--- config.mk ---
export PLATFORM = sky130hd
export DESIGN_NAME = async_fifo_unpacker
export DESIGN_NICKNAME = d
export VERILOG_FILES = /design/src/rtl/async_fifo_unpacker.sv
export SDC_FILE = /design/constraint.sdc
export NUM_CORES = 1
export LEC_CHECK = 0
export BUFFER_PORTS_ARGS = -buffer_cell sky130_fd_sc_hd__buf_2
export CORE_MARGIN = 2
export CORE_UTILIZATION = 29
export CTS_CLUSTER_DIAMETER = 40
export DETAILED_ROUTE_END_ITERATION = 10
export GPL_ROUTABILITY_DRIVEN = 0
export HOLD_SLACK_MARGIN = 0.15
export PLACE_DENSITY_LB_ADDON = 0.2
export SETUP_SLACK_MARGIN = 0.2
export SLEW_MARGIN = 20
export SYNTH_ARGS = -nofsm -noshare
export SYNTH_HDL_FRONTEND = slang
export SYNTH_SLANG_ARGS = --single-unit
--- constraint.sdc ---
create_clock -name read_clock -period 2.3 [get_ports read_clock]
set_clock_uncertainty 0.05 [all_clocks]
set_input_delay 0.23 -clock read_clock [delete_from_list [all_inputs] [get_ports read_clock]]
set_output_delay 0.23 -clock read_clock [all_outputs]
set_load 0.005 [all_outputs]
--- src/rtl/async_fifo_unpacker.sv ---
// async_fifo_unpacker
//   Read-side consumer for async_fifo, running in the FIFO read clock domain.
//   Pops FIFO_WIDTH-bit words from the first-word-fall-through read port and
//   serializes each word into RATIO = FIFO_WIDTH/OUT_WIDTH beats on a
//   valid/ready stream. Also keeps a wrapping count of popped words and
//   supports a synchronous flush of the word being serialized.
//
//   state    | meaning
//   ---------+-----------------------------------------------------------
//   ST_IDLE  | nothing held; pop as soon as the FIFO shows a word
//   ST_SHIFT | a word is held; beats are presented one per handshake
//
// Ports
//   read_clock        in   clock, shared with the FIFO read side
//   reset_rsync       in   asynchronous active-high reset (read-domain synced)
//   fifo_empty        in   FIFO empty flag
//   fifo_read_data    in   FIFO head word, valid whenever fifo_empty=0
//   fifo_read_enable  out  combinational pop request to the FIFO
//   flush             in   drop the word currently being serialized
//   out_valid         out  output beat valid
//   out_ready         in   sink accepts the current beat
//   out_data          out  current beat
//   out_last          out  current beat is the final beat of its word
//   words_consumed    out  wrapping count of FIFO pops

module async_fifo_unpacker #(
    parameter int FIFO_WIDTH = 32,
    parameter int OUT_WIDTH  = 8,
    parameter bit MSB_FIRST  = 1'b0
) (
    input  logic                  read_clock,
    input  logic                  reset_rsync,
    input  logic                  fifo_empty,
    input  logic [FIFO_WIDTH-1:0] fifo_read_data,
    output logic                  fifo_read_enable,
    input  logic                  flush,
    output logic                  out_valid,
    input  logic                  out_ready,
    output logic [OUT_WIDTH-1:0]  out_data,
    output logic                  out_last,
    output logic [15:0]           words_consumed
);

    localparam int RATIO = FIFO_WIDTH / OUT_WIDTH;
    localparam int IDX_W = $clog2(RATIO);
    localparam logic [IDX_W-1:0] LAST_IDX = IDX_W'(RATIO - 1);

    typedef enum logic {
        ST_IDLE  = 1'b0,
        ST_SHIFT = 1'b1
    } state_t;

    state_t                  r_state;
    state_t                  w_state_next;
    logic [FIFO_WIDTH-1:0]   r_hold_data;
    logic [IDX_W-1:0]        r_beat_idx;
    logic [15:0]             r_words_consumed;

    logic                    w_hold_valid;
    logic                    w_beat_done;
    logic                    w_last;
    logic                    w_pop;
    logic [IDX_W-1:0]        w_slice_sel;
    logic [OUT_WIDTH-1:0]    w_slices [RATIO];

    assign w_hold_valid = (r_state == ST_SHIFT);
    assign w_last       = w_hold_valid && (r_beat_idx == LAST_IDX);
    assign w_beat_done  = w_hold_valid && out_ready;

    // A new word may only be taken when nothing is held, or when the final
    // beat of the held word is leaving this cycle (zero-bubble refill).
    assign w_pop = !reset_rsync && !flush && !fifo_empty &&
                   (!w_hold_valid || (w_beat_done && w_last));

    for (genvar g = 0; g < RATIO; g++) begin : g_slice
        assign w_slices[g] = r_hold_data[g*OUT_WIDTH +: OUT_WIDTH];
    end

    assign w_slice_sel = MSB_FIRST ? (LAST_IDX - r_beat_idx) : r_beat_idx;

    assign fifo_read_enable = w_pop;
    assign out_valid        = w_hold_valid;
    assign out_last         = w_last;
    assign out_data         = w_slices[w_slice_sel];
    assign words_consumed   = r_words_consumed;

    always_ff @(posedge read_clock or posedge reset_rsync) begin
        if (reset_rsync) begin
            r_state <= ST_IDLE;
        end else begin
            r_state <= w_state_next;
        end
    end

    always_comb begin
        w_state_next = r_state;
        case (r_state)
            ST_IDLE: begin
                if (w_pop) begin
                    w_state_next = ST_SHIFT;
                end
            end
            ST_SHIFT: begin
                if (flush) begin
                    w_state_next = ST_IDLE;
                end else if (w_beat_done && w_last) begin
                    w_state_next = w_pop ? ST_SHIFT : ST_IDLE;
                end
            end
            default: w_state_next = ST_IDLE;
        endcase
    end

    always_ff @(posedge read_clock or posedge reset_rsync) begin
        if (reset_rsync) begin
            r_hold_data      <= '0;
            r_beat_idx       <= '0;
            r_words_consumed <= '0;
        end else if (flush) begin
            // Held data is left in place; it is invisible once the FSM is idle.
            r_beat_idx <= '0;
        end else if (w_pop) begin
            r_hold_data      <= fifo_read_data;
            r_beat_idx       <= '0;
            r_words_consumed <= r_words_consumed + 16'd1;
        end else if (w_beat_done) begin
            r_beat_idx <= w_last ? '0 : r_beat_idx + 1'b1;
        end
    end

endmodule
# After elaboration in Yosys (flattened, before gate mapping)

Index checks and enable logic that the tools add are counted.

Word-level logic and storage cells: 35
Input bits: 37
Bits in latches: 0
Memory bits (read-only): 0
Memories kept: 0
Output and inout port bits: 27
RAM bits: 0
Bits in registers: 51

Multipliers: 0
Add/subtract/negate cells: 2
Divide/modulo/power cells: 0
Bitwise gates (word level): 3
Mux-type cells: 11
Shifts and indexed selects: 0
Order comparisons: 1
Equality and inequality tests: 1
Reduce and logical (&&, ||, !) cells: 13

Operators with widths:

| operator                                                  | number |
|---|---|
| adder 16 x 1 -> 16 bit (second input constant)            | 1 |
| binary-select mux 8 bit (select 2 bit)                    | 1 |
| 2-to-1 mux 8 bit                                          | 2 |
| 2-to-1 mux 2 bit                                          | 4 |
| logical AND 1 bit                                         | 6 |
| logical NOT 1 bit                                         | 4 |
| greater-or-equal comparator 3 bit (second input constant) | 1 |
| 2-to-1 mux 1 bit                                          | 3 |
| inverter 2 -> 3 bit                                       | 1 |
| nonzero test 3 bit                                        | 1 |
| adder 2 x 1 -> 2 bit (second input constant)              | 1 |
| == test 2 bit (second input constant)                     | 1 |
| inverter 1 bit                                            | 2 |
| case mux 1 bit (2 select lines)                           | 1 |
| AND reduction 2 bit                                       | 1 |
| logical OR 1 bit                                          | 1 |

# Logic depth before layout (Yosys ltp)

Gate-level depths: netlist of the first run.

Depth in word-level cells: 9
Depth in mapped cells: 8
Mapped depth without buffers: 6

# Worst setup path after synthesis of the first run

Ideal clock, no wire load.

Path type: register to register
Start point: register r_words_consumed[0], in the netlist words_consumed[0]
End point: register r_words_consumed[14], in the netlist words_consumed[14]
Cell stages (with the launch flop): 6
Setup slack: 0.322 ns
Arrival time: 1.849 ns
Period minus slack after synthesis: 1.978 ns
Path through: dfrtp_1 ha_1 or4b_4 or4_4 nor3_2 xor2_1

Cells in the longest elaborated chain, start to end: 1

Ends and longest elaborated chain:

| element                  | RTL line | source |
|---|---|---|
| start: declaration       | 57       | `logic [15:0] r_words_consumed;` |
| start signal: assignment | 125      | `r_words_consumed <= r_words_consumed + 16'd1;` |
| adder 16 x 1 -> 16 bit   | 125      |  |

Every way passes these cells.
A chain may end at the register's enable or synchronous reset.

# Worst setup path after layout of the first run

Ends and elaborated chain as after synthesis.

==> key figures, run 1 <==
Clock network
  – H-tree depth: 2
  – # clock sinks: 51
  – CTS Buf Count: 5
  – Number of setup buffers added after CTS: 0
  – Root Driver: clkbuf_8
  – Worst-Skew Late Latency: 0.29 ns
  – CTS tree: yes
  – CTS max path bufs: 2
  – Reg clk slew, reported paths: 0.09 ns

Layout
  – N_diodes: 0
  – Final Util: 0.413
  – Final instance area: 3160 sq um
  – Layout cells sized above 1: 0.283
  – Post-route insts no fill: 431
  – Layout Nets: 367
  – Area Growth Syn to Fin: 39.9%

Drt
  – Routed vias: 1807
  – Wire per inst: 11.9 um
  – ANT nets after route: 0
  – Initial DRT Pass Iterations: 4
  – Detailed Route WL: 5120 um
  – Iter 0 DRT Violations: 36
  – DR DRC count: 0
  – Vias per cell: 4.19

Setup path
  – WP data arrival: 2.15 ns
  – Critical Path Source Type: register
  – Worst setup path start: words_consumed[0]
  – Slowest cell on crit path: or4b_4
  – Crit path kind: register to register
  – Crit path cell chain: ha_1, or4b_4, or4_4, nor3_2, xor2_1
  – CP peak stage delay: 0.47 ns
  – Critical Path Sink Type: register
  – CP required: 2.47 ns
  – Worst Path Max Fanout: 4
  – Reg2reg start: words_consumed[0]

Global route
  – Gr ovfl total: 0
  – Initial antenna violation count: 0
  – First-pass GRT wire length: 8610 um
  – Vias in the first global route: 1841
  – Largest net degree at the start of global routing: 37
  – Gr usage total: 0.128

Place
  – Dpl hpwl: 3570 um
  – Dpl cell area: 2740 sq um
  – Inst Count DP: 389
  – # port buffers: 63

Floorplanning
  – Core Rows: 32
  – Core ar.: 7650 sq um
  – Initial Utilization: 0.295
  – Die Width: 92.3 um
  – DIE AREA: 8510 sq um
  – Top-Level Pins: 64
  – Vert. Die Dim: 92.3 um

STA
  – Max Freq: 0.505 GHz
  – Worst-Margin Slew: 0.533 ns
  – Final worst path period need: 1.98 ns
  – Final Hold Vio Count: 0
  – Final setup violation count: 0
  – Max-slew headroom: 0.644
  – TNS Setup: 0 ns
  – RSZ-0062 raised after global routing: false
  – Fin crit share: 0.862
  – Slew Limit Fails: 0

Hold path
  – Hold Path Origin: fifo_empty
  – Hold/Removal Path Class: input pin to register

Power and ir drop
  – Leak: 1.67 nW
  – VDD IR max: 0.000281 V
  – PwrDens: 638 nW/um^2

Logic synthesis
  – Yosys Warn Count: 0
  – Syn Nets: 264
  – Unique masters post-synth: 25
  – Register area share after synthesis: 0.565
  – Post-Synthesis Cells: 225
  – Synth Area per Inst: 10.0 sq um
  – Synthesized area: 2260 sq um
  – Flops & latches, synth: 51

Outcome
  – Outcome: completed

Flow run
  – Max Cap Viol: 0
Yosys cell counts:
| master | instances | area [sq um] |
|---|---|---|
| a21oi_1 | 1 | 5.00 |
| ha_1 | 2 | 25.0 |
| inv_2 | 1 | 3.75 |
| and2_1 | 1 | 6.26 |
| nor2_1 | 7 | 26.3 |
| nor3_1 | 5 | 25.0 |
| xor2_1 | 9 | 78.8 |
| clkbuf_1 | 5 | 18.8 |
| nor4_2 | 1 | 12.5 |
| mux4_2 | 8 | 180 |
| nand4_1 | 4 | 25.0 |
| nor3_2 | 1 | 10.0 |
| and3_1 | 3 | 18.8 |
| or4b_4 | 1 | 13.8 |
| nand3_1 | 5 | 25.0 |
| a21boi_1 | 1 | 7.51 |
| dfrtp_1 | 51 | 1280 |
| xnor2_1 | 6 | 52.6 |
| or2_2 | 1 | 6.26 |
| buf_2 | 4 | 20.0 |
| mux2i_1 | 1 | 10.0 |
| nand2_1 | 103 | 387 |
| or3_2 | 1 | 7.51 |
| or4_4 | 1 | 11.3 |
| inv_1 | 2 | 7.51 |
worst paths after layout:
check | slack [ns] | cells past startpoint | end
min | 0.19 | 4 | out_valid
max in group asynchronous | 1.15 | 4 | r_hold_data[27]
max reg2reg | 0.32 | 5 | words_consumed[14]
max | 0.32 | 5 | words_consumed[14]
min in group asynchronous | 0.52 | 3 | words_consumed[4]
min reg2reg | 0.43 | 2 | r_hold_data[24]
layer usage:
metal | global-route usage | up-vias | wire [um]
li1 | - | 929 | -
met1 | 0.158 | 844 | 2320
met2 | 0.225 | 29 | 2560
met3 | 0.0271 | 5 | 166
met4 | 0.0410 | 0 | 70
met5 | 0 | - | 0
layout make-up:
class	instances	area, sq um
multi-input cells	162	933
clock inverters	1	5.00
inverters	3	13.8
fillers	766	4490
well taps	102	128
flip-flops and latches	51	1280
repair buffers	105	728
clock buffers	7	76.3
power breakdown:
part | total (mW) | switching [mW] | internal [mW]
Sequential | 1.13 | 0.0998 | 1.03
Clock | 0.489 | 0.275 | 0.214
Combinational | 0.395 | 0.173 | 0.221
placed cells by master (no fill, tap or decap), types with 2 or more instances in the layout:
cell type	netlist	final
xnor2_1	6	6
dfrtp_1	51	51
ha_1	2	2
nor3_1	5	5
xor2_1	9	9
and3_1	3	3
clkbuf_8	0	5
buf_4	0	7
nand4_1	4	4
nor2_1	7	7
clkbuf_1	5	2
nand3_1	5	5
mux4_2	8	8
dlygate4sd3_1	0	34
nand2_1	103	103
buf_2	4	63
per-stage QoR:
| stage | setup WS [ns] | hold WS, ns | total power [mW] |
|---|---|---|---|
| detailed placement | 0.269 | 0.289 | 1.51 |
| floorplan | 0.322 | 0.246 | 1.34 |
| CTS | 0.248 | 0.180 | 2.06 |
| finish | 0.318 | 0.185 | 2.02 |
| global placement | 0.291 | 0.286 | 1.50 |
| global route | 0.243 | 0.235 | 2.17 |
repair_timing:
item,4_1_cts,5_1_grt
resized for setup,0,2
endpoints found under the setup margin,0,3
hold buffers,34,0
endpoints found under the hold margin,59,0
state kept, by name (all words and copies together), names as in the netlist:
signal          flops
out_valid           1
r_beat_idx          2
r_hold_data        32
words_consumed     16
cells by family (layout without fill, tap and decap cells):
kind of cell / Yosys count / after routing / share of synthesized area
AOI/OAI and AO/OA: 2 / 2 / 0.00554
and+or+nand+nor: 134 / 134 / 0.254
adders and majority gates: 2 / 2 / 0.0111
buffers and inverters: 12 / 116 / 0.0221
DFF: 51 / 51 / 0.565
xor gates and xnor gates: 15 / 15 / 0.0581
muxes: 9 / 9 / 0.0842
critical path, delay by kind of cell, from the launching register on:
kind	cells	cell delay (ns)
fa+ha+maj	1	0.16
xor+xnor	1	0.15
simple gates	3	1.13
flops	1	0.41
Note: power is estimated with default switching activity, not from simulation.
==> inputs of run 2 (changes only) <==
CORE_ASPECT_RATIO = 2   (was default)
==> key figures, run 2 (synthesis gave the netlist of run 1 again) <==
Outcome
  – Outcome: completed

Clock network
  – H-tree depth: 2 (unchanged)
  – Reg clk slew, reported paths: 0.07 ns (-0.02 ns)
  – Worst-Skew Late Latency: 0.29 ns (about the same)
  – CTS max path bufs: 2 (unchanged)
  – CTS tree: yes
  – # clock sinks: 51 (unchanged)
  – Root Driver: clkbuf_16
  – CTS Buf Count: 5 (unchanged)

Layout
  – Commonest non-fill, non-tap cell in the layout: nand2_1
  – Final instance area: 3270 sq um (+3.6%)
  – Layout Nets: 367 (unchanged)
  – Layout cells sized above 1: 0.292 (+0.00912)
  – Commonest cells after routing, fill and taps aside: nand2_1, buf_2, dfrtp_1, dlygate4sd3_1, xor2_1
  – Max FFs per register: 32 (unchanged)
  – Largest Register: r_hold_data
  – N_diodes: 0 (unchanged)
  – Area Growth Syn to Fin: 44.9%

Drt
  – Initial DRT Pass Iterations: 4 (unchanged)
  – Vias per cell: 4.47 (+6.7%)
  – Routed vias: 1892 (+4.7%)
  – ANT nets after route: 0 (unchanged)
  – DR DRC count: 0 (unchanged)
  – Detailed Route WL: 5690 um (+11%)
  – Iter 0 DRT Violations: 73 (+100%)
  – Wire per inst: 13.4 um (+13%)

STA
  – Final worst path period need: 2.01 ns (+0.0242 ns)
  – Worst-Margin Slew: 0.570 ns (+0.0368 ns)
  – Slew Limit Fails: 0 (unchanged)
  – Final Hold Vio Count: 0 (unchanged)
  – Fin crit share: 0.872 (+0.0105)
  – Max Freq: 0.498 GHz (-1.2%)
  – Max-slew headroom: 0.620 (-0.0246)
  – Final setup violation count: 0 (unchanged)
  – RSZ-0062 raised after global routing: true
  – TNS Setup: 0 ns (unchanged)

Hold path
  – Hold/Removal Path Class: input pin to register

Setup path
  – WP data arrival: 1.73 ns (-0.42 ns)
  – CP required: 2.02 ns (-0.45 ns)
  – Crit path kind: register to output port
  – Critical Path Source Type: register
  – Critical Path Sink Type: output port
  – Worst Path Max Fanout: 16 (+12)

Power and ir drop
  – Total power: 2.44 mW (+21%)
  – PwrDens: 744 nW/um^2 (+17%)
  – Leak: 1.74 nW (+4.1%)
  – VDD IR max: 0.000388 V (+38%)

Floorplanning
  – Initial Utilization: 0.297 (+0.00180)
  – Vert. Die Dim: 129 um (+40%)
  – Die Width: 66.4 um (-28%)
  – Top-Level Pins: 64 (unchanged)
  – Core ar.: 7600 sq um (-0.61%)
  – Core Rows: 45 (+41%)
  – DIE AREA: 8560 sq um (+0.50%)

Place
  – # port buffers: 63 (unchanged)
  – Dpl hpwl: 3860 um (+8.0%)
  – Dpl cell area: 2720 sq um (-0.46%)

Global route
  – Gr usage total: 0.148 (+0.0202)
  – Largest net degree at the start of global routing: 30 (-19%)
  – Initial antenna violation count: 0 (unchanged)
  – First-pass GRT wire length: 9400 um (+9.2%)
  – Vias in the first global route: 1941 (+5.4%)
  – Gr ovfl total: 0 (unchanged)

Flow run
  – Max Cap Viol: 0 (unchanged)
==> run 2: final cells by class <==
cell class                      count  area (sq um)
Inverter                            3          11.3
Multi-Input combinational cell    162           953
Timing Repair Buffer              105           741
Fill cell                         781          4330
Tap cell                           94           118
Clock inverter                      2          35.0
Clock buffer                        6           139
Sequential cell                    51          1280
==> run 2: power breakdown <==
group | internal (mW) | switching [mW]
Sequential | 1.03 | 0.0948
Combinational | 0.243 | 0.191
Clock | 0.541 | 0.331
==> run 2: per-layer routing <==
| layer | vias to the layer above | part of all wire | global-route usage |
|---|---|---|---|
| met1 | 899 | 0.39 | 0.161 |
| met3 | 9 | 0.040 | 0.0262 |
| li1 | 932 | - | - |
| met2 | 52 | 0.55 | 0.269 |
| met5 | - | 0 | 0 |
| met4 | 0 | 0.024 | 0.0720 |
==> run 2: worst max-delay path, cell delays in order (launching register included) <==
cell and delay, ns:
dfrtp_1 0.35, ha_1 0.25, a21boi_4 0.11, or2_4 0.31
inv_2 0.24, buf_2 0.17
==> run 2: repair_timing <==
item                                    in CTS  in global routing
cloned                                       0                  0
hold buffers                                34                  0
endpoints found under the setup margin       2                  2
pin swaps                                    0                  2
endpoints found under the hold margin       59                  0
buffers inserted                             1                  1
gates resized for setup                      2                  2
==> run 2: path summary, 6_finish.rpt <==
path | depth (start not counted) | from | endpoint | slack (ns)
worst max-delay path | 5 | r_beat_idx[1] | fifo_read_enable | 0.29
worst min-delay path | 4 | fifo_empty | out_valid | 0.18
worst max register to register | 5 | words_consumed[1] | words_consumed[14] | 0.35
worst min register to register | 2 | r_hold_data[14] | r_hold_data[14] | 0.42
max in group asynchronous | 4 | reset_rsync | words_consumed[9] | 1.10
min in group asynchronous | 3 | reset_rsync | out_valid | 0.55
==> run 2: metrics by stage <==
step	setup slack, ns	hold slack [ns]	util	cells
detailed placement	0.219	0.297	0.358	379
global route	0.177	0.220	0.431	423
floorplan	0.322	0.246	-	225
CTS	0.227	0.178	0.428	422
finish	0.294	0.182	0.431	423
global placement	0.286	0.296	0.358	379
